[src/rtl/slot_counter_bank.sv]
// Bank of independent up/down counters with wrap/saturate modes and a
// four-phase snapshot handshake that copies all live counts into slot words.
//
//   state   | meaning
//   --------+----------------------------------------------------------
//   IDLE    | waiting for snap_req
//   CAPTURE | slots latch this cycle's count_out on the next edge
//   ACK     | snap_ack high, waiting for snap_req to drop
module slot_counter_bank #(
    parameter int CHANNELS   = 4,
    parameter int WIDTH      = 8,
    parameter int SLOT_WIDTH = 32
) (
    input  logic                           slower_clock,
    input  logic                           rst,
    input  logic [CHANNELS-1:0]            en,
    input  logic [CHANNELS-1:0]            dir,
    input  logic [CHANNELS-1:0]            sat,
    input  logic [CHANNELS-1:0]            load,
    input  logic [CHANNELS*WIDTH-1:0]      load_value,
    input  logic                           clear,
    input  logic                           snap_req,
    output logic                           snap_ack,
    output logic [CHANNELS*WIDTH-1:0]      count_out,
    output logic [CHANNELS*SLOT_WIDTH-1:0] slots_out,
    output logic [CHANNELS-1:0]            wrap_pulse,
    output logic [CHANNELS-1:0]            ovf_sticky
);

    typedef enum logic [1:0] {
        S_IDLE    = 2'd0,
        S_CAPTURE = 2'd1,
        S_ACK     = 2'd2
    } state_t;

    state_t                          r_state;
    state_t                          w_next_state;
    logic                            r_ack;
    logic [CHANNELS*SLOT_WIDTH-1:0]  r_slots;
    logic [CHANNELS*SLOT_WIDTH-1:0]  w_snap;

    for (genvar i = 0; i < CHANNELS; i++) begin : g_chan
        logic [WIDTH-1:0] r_count;
        logic             r_wrap;
        logic             r_ovf;
        logic             w_at_bound;
        logic [WIDTH-1:0] w_step;

        // Boundary is all-ones when counting up, zero when counting down.
        assign w_at_bound = dir[i] ? (r_count == '0) : (&r_count);
        assign w_step     = dir[i] ? (r_count - WIDTH'(1)) : (r_count + WIDTH'(1));

        always_ff @(posedge slower_clock or posedge rst) begin
            if (rst) begin
                r_count <= '0;
                r_wrap  <= 1'b0;
                r_ovf   <= 1'b0;
            end else if (clear) begin
                r_count <= '0;
                r_wrap  <= 1'b0;
                r_ovf   <= 1'b0;
            end else if (load[i]) begin
                r_count <= load_value[i*WIDTH +: WIDTH];
                r_wrap  <= 1'b0;
            end else if (en[i]) begin
                if (w_at_bound) begin
                    r_ovf <= 1'b1;
                    if (sat[i]) begin
                        r_wrap <= 1'b0;
                    end else begin
                        r_count <= w_step;
                        r_wrap  <= 1'b1;
                    end
                end else begin
                    r_count <= w_step;
                    r_wrap  <= 1'b0;
                end
            end else begin
                r_wrap <= 1'b0;
            end
        end

        assign count_out[i*WIDTH +: WIDTH]        = r_count;
        assign wrap_pulse[i]                      = r_wrap;
        assign ovf_sticky[i]                      = r_ovf;
        assign w_snap[i*SLOT_WIDTH +: SLOT_WIDTH] = SLOT_WIDTH'(r_count);
    end

    always_comb begin
        w_next_state = r_state;
        case (r_state)
            S_IDLE:    if (snap_req) w_next_state = S_CAPTURE;
            S_CAPTURE: w_next_state = S_ACK;
            S_ACK:     if (!snap_req) w_next_state = S_IDLE;
            default:   w_next_state = S_IDLE;
        endcase
    end

    always_ff @(posedge slower_clock or posedge rst) begin
        if (rst) begin
            r_state <= S_IDLE;
            r_ack   <= 1'b0;
            r_slots <= '0;
        end else begin
            r_state <= w_next_state;
            r_ack   <= (w_next_state == S_ACK);
            if (r_state == S_CAPTURE) begin
                r_slots <= w_snap;
            end
        end
    end

    assign snap_ack  = r_ack;
    assign slots_out = r_slots;

endmodule

[config.mk]
export PLATFORM = sky130hd
export DESIGN_NAME = slot_counter_bank
export DESIGN_NICKNAME = d
export VERILOG_FILES = /design/src/rtl/slot_counter_bank.sv
export SDC_FILE = /design/constraint.sdc
export NUM_CORES = 1
export LEC_CHECK = 0
export CORE_MARGIN = 5
export CORE_UTILIZATION = 35
export CTS_CLUSTER_SIZE = 16
export DETAILED_ROUTE_END_ITERATION = 8
export PLACE_DENSITY_LB_ADDON = 0.2
export SLEW_MARGIN = 20
export SYNTH_ARGS = -nofsm -noshare
export SYNTH_HDL_FRONTEND = slang
export SYNTH_SLANG_ARGS = --single-unit
[constraint.sdc]
create_clock -name slower_clock -period 3.4 [get_ports slower_clock]
set_clock_uncertainty 0.2 [all_clocks]
set_input_delay 0.68 -clock slower_clock [delete_from_list [all_inputs] [get_ports slower_clock]]
set_output_delay 0.68 -clock slower_clock [all_outputs]
set_load 0.1 [all_outputs]
======== Word level (Yosys, flattened, before mapping) ========
Cells that the tools add are included.
operators by class
  $add $sub $neg .......................... 8
  eq/ne operators ......................... 11
  muxes and demuxes ....................... 67
  reduce and logical (&&, ||, !) cells .... 29
operators by type and width
  kind                                                  count
  2-to-1 mux 8 bit                                      24
  2-to-1 mux 1 bit                                      40
  adder 8 x 1 -> 8 bit (second input constant)          4
  logical NOT 8 bit                                     4
  AND reduction 8 bit                                   4
  subtractor 8 x 1 -> 8 bit (second input constant)     4
  != test 4 bit (second input constant)                 4
  nonzero test 2 bit                                    8
  AND reduction 3 bit                                   4
  nonzero test 3 bit                                    4
  != test 2 x 1 -> 1 bit (second input constant)        4
  AND reduction 2 bit                                   4
  case mux 2 bit (3 select lines)                       1
  equality test 2 bit (second input constant)           2
  2-to-1 mux 2 bit                                      2
  equality test 2 x 1 -> 1 bit (second input constant)  1
  logical NOT 2 bit                                     1
word-level totals
  flip-flop bits (word level) ............. 75
  bits of input ports ..................... 52
  logic and storage cells ................. 130

======== Logic depth before layout (Yosys ltp) ========
  depth after elaboration ................. 7
  gate-level depth with buffers ........... 8
  mapped depth without buffers ............ 8

======== Worst setup path before layout ========
OpenSTA, ideal clock, no wires.
  path kind ............................... register to register
  start point ............................. register g_chan[1].r_count[0]
  end point ............................... register g_chan[1].r_count[6]
  setup time .............................. 70 ps
  arrival time ............................ 2600 ps
  path slack .............................. 531 ps
  cell stages (with the launch flop) ...... 9
  path buffers ............................ 0
  clock period less this slack ............ 2869 ps
  path through ............................ dfrtp_1 inv_1 fa_1 nor2b_1 o31a_1 o21ai_0 or3_1 a31oi_1 mux2_2
between the ends
  word-level cells in the longest chain between the ends .. 7
  elaborated cells on any way between the ends .. 13
  those cells by class .................... add/sub (2); eq/ne (1); mux (7); reduce/logical (3)
RTL lines
  item                                                               line  text
  from (decl)                                                        43    logic [WIDTH-1:0] r_count;
  from (signal assigned)                                             63    r_count <= load_value[i*WIDTH +: WIDTH];
  from (signal assigned)                                             71    r_count <= w_step;
  from (signal assigned)                                             75    r_count <= w_step;
  adder 8 x 1 -> 8 bit or subtractor 8 x 1 -> 8 bit (tied branches)  51    assign w_step = dir[i] ? (r_count - WIDTH'(1)) : (r_count + WIDTH'(1));
  2-to-1 mux 8 bit                                                   51
  2-to-1 mux 8 bit                                                   68    if (sat[i]) begin
  2-to-1 mux 8 bit                                                   66    if (w_at_bound) begin
  2-to-1 mux 8 bit                                                   65    end else if (en[i]) begin
  2-to-1 mux 8 bit                                                   62    end else if (load[i]) begin
  2-to-1 mux 8 bit                                                   58    end else if (clear) begin
Parallel ways exist; a longest one is shown, timed or not. The select of a mux whose other input is x is not followed.
A chain may end at the register's enable or synchronous reset.

======== Final worst setup path ========
  start point ............................. input port dir[0]
  end point ............................... register g_chan[0].r_count[7]
between the ends
  word-level cells in the longest chain between the ends .. 6
  elaborated cells on any way between the ends .. 9
  those cells by class .................... eq/ne (1); mux (7); reduce/logical (1)
RTL lines
  item                  line  text
  from (decl)           17    input logic [CHANNELS-1:0] dir,
  2-to-1 mux 8 bit      51
  2-to-1 mux 8 bit      68
  2-to-1 mux 8 bit      66
  2-to-1 mux 8 bit      65
  2-to-1 mux 8 bit      62
  2-to-1 mux 8 bit      58
  to (signal assigned)  63
  to (signal assigned)  71
  to (signal assigned)  75
  to (decl)             43
Parallel ways exist; a longest one is shown, timed or not. The select of a mux whose other input is x is not followed.

==> impl_results.md <==
- Cells on worst reg2reg path: 8
- Final Hold Fails: 0
- Commonest cells in the netlist: buf_4, dfrtp_1, nand2_1, nor2_1, a21oi_1
- Nets: 771
- Drt via density: 4.82
- Num CTS Buffers: 9
- Total wire length: 13,600 um
- Post-CTS Resized: 0
- Data required, critical path: 3450 ps
- Initial DRC count: 217
- Max-cap viol count: 0
- Finished Cell Area: 0.00644 mm2
- Hold endpoint: r_state[0]
- Worst EP arrival: 2930 ps
- Vias in the first global route: 4,193
- Worst Tran Pin Value: 1000 ps
- Post-Syn Area: 0.00527 mm2
- Die W: 133 um
- Io pins: 221
- Starting Density: 36.0%
- H-tree depth: 3
- RR Startpoint: g_chan[1].r_count[0]
- Placer Congestion: 0.874
- Status: complete, no violations
- Slew HR: 33.0%
- Reg2Reg Capture Point: g_chan[1].r_count[6]
- Distinct cells, synth: 51
- EDFF count, synth: 0
- Largest net degree at the start of global routing: 43
- RSZ-0062 raised after global routing: no
- Most frequent cell after synthesis: buf_4
- Clock-pin transition on the worst setup and hold timing paths: 60 ps
- Hold wc startpoint: r_state[1]
- Wire length per cell: 15.5 um
- Startpoint types: input port
- Critical path type: input port to register
- Setup bufs post-CTS: 0
- Residual DRC: 0
- Peak supply drop: 0.447 mV
- GRT Util Overall: 15.3%
- Fmax: 346 MHz
- Root buffer cell: clkbuf_16
- Post-synth top flop: dfrtp_1
- R2R Setup Slk: 980 ps
- Syn-to-layout area delta: 22.2%
- Vias: 4,239
- Port Buf Inserts: 124
- Ant. Diodes: 0
- Min-delay worst type: register to register
- Final setup fails: 0
- Row count: 44
- Worst hold stages: 1
- Clock Sinks: 75
- Yosys top cell area share: 35.6%
- Slew Viols, Final: 0
- Clock Latency Late Sink: 340 ps
- Pwr Density: 880 mW/mm2
- Setup crit end kind: register
- Synthesized area per cell: 9.22 um2
- Max Root-Sink Buffers: 2
- Leakage power: 3.04 nW
- Initial antenna violation count: 0
- Die Ht: 133 um
- Biggest area consumer among synthesized cells: dfrtp_1
- Fin Setup TNS: 0 ps
- Async SR Flop Fraction: 100%
- Leading post-synthesis cells by cell area: dfrtp_1, buf_4, ha_1
- Seq/Total Area, Yosys: 35.6%
- Core area: 0.0146 mm2
- Final Core Density: 44.0%
- Cts hold-fix bufs: 0
- Total gr overflow: 0
- Placed cells: 864
- Hpwl dp: 10,500 um
- Syn. warnings: 0
- Filler Cells Inserted: 1,466
- Global-route wire length before repair: 22,000 um
- Crit share post-route: 84.9%
- Fraction of layout cells with a size suffix above 1: 19.4%
- TritonRoute pass-1 iters: 4
- Flops & latches, synth: 75
- Final std cells w/o fill: 880
- Max FO, Critical Path: 9
- Worst hold slack: 259 ps
- Min cycle time layout: 2890 ps
- Synth Instances: 572
- Final ANT Viol Nets: 0
- Total die area: 0.0176 mm2
- CTS tree: done
- Area after DPL: 0.00614 mm2
==> power by group <==
group	internal [mW]	total, mW	switching (mW)
clock network	0.591	0.978	0.386
logic	0.721	3.37	2.65
registers	1.13	1.32	0.196
total	2.44	5.67	3.23
==> cell families after synthesis <==
family          share of synthesized area, %
compound gates                          14.1
xor+xnor                                2.82
fa+ha+maj                               7.21
buf+inv                                 18.0
flops                                   35.6
mux                                     7.24
other cells                           0.0711
simple gates                            14.9
==> stage by stage <==
stage,worst slack [ps],total power [mW]
6_report,514,5.67
5_1_grt,329,5.92
4_1_cts,520,5.72
3_5_place_dp,146,4.72
3_3_place_gp,219,4.69
2_1_floorplan,531,4.13
==> worst max path at each step <==
stage / end / depth (start not counted) / slack (ps) / from
after floorplan: g_chan[1].r_count[6] / 8 / 530 / g_chan[1].r_count[0]
after global placement: g_chan[0].r_count[7] / 8 / 220 / dir[0]
after detailed placement: g_chan[0].r_count[7] / 8 / 150 / dir[0]
after CTS: g_chan[0].r_count[7] / 8 / 520 / dir[0]
after global routing: g_chan[0].r_count[6] / 9 / 330 / dir[0]
final: g_chan[0].r_count[7] / 8 / 510 / dir[0]
==> registers in the layout (all words and copies together), names as in the netlist <==
name,flops
snap_ack,1
g_chan.r_wrap,4
slots_out,32
g_chan.r_ovf,4
r_state,2
g_chan.r_count,32
==> final cells by class <==
cell class              count  area, um2  share of cell area, %
multi-input cells         447       2810                   43.5
flip-flops and latches     75       1880                   29.1
repair buffers            136       1140                   17.7
clock buffers              11        243                   3.77
well taps                 184        230                   3.57
inverters                  22       83.8                   1.30
clock inverters             5       62.6                  0.971
==> metal layers <==
metal / global-route usage [%] / part of all wire (%) / wire length (um)
met1: 20.0 / 46 / 6300
met2: 25.4 / 47 / 6460
met3: 2.85 / 4.7 / 645
met4: 5.25 / 1.4 / 197
met5: 0 / 0 / 0
==> critical path, stage by stage <==
cell,delay (ps)
clkdlybuf4s50_1,700
ha_1,330
and3_1,190
a221o_1,350
o41ai_2,260
xnor2_1,150
mux2i_1,90
o31ai_1,180
==> cells in the final DEF, fill, tap and decap left out, drive strengths merged, types with 13 or more instances in the layout <==
| cell type | synthesis | routed |
|---|---|---|
| nand3 | 15 | 15 |
| ha | 24 | 24 |
| conb | 1 | 96 |
| buf | 111 | 86 |
| nor2 | 35 | 35 |
| nor3 | 20 | 20 |
| nand2 | 44 | 44 |
| clkdlybuf4s50 | 0 | 50 |
| mux2 | 25 | 25 |
| xnor2 | 13 | 13 |
| nor2b | 14 | 14 |
| inv | 20 | 19 |
| o31ai | 27 | 27 |
| o21ai | 22 | 22 |
| dfrtp | 75 | 75 |
| a21oi | 28 | 28 |
No activity file was read; power rests on OpenSTA's default activity.
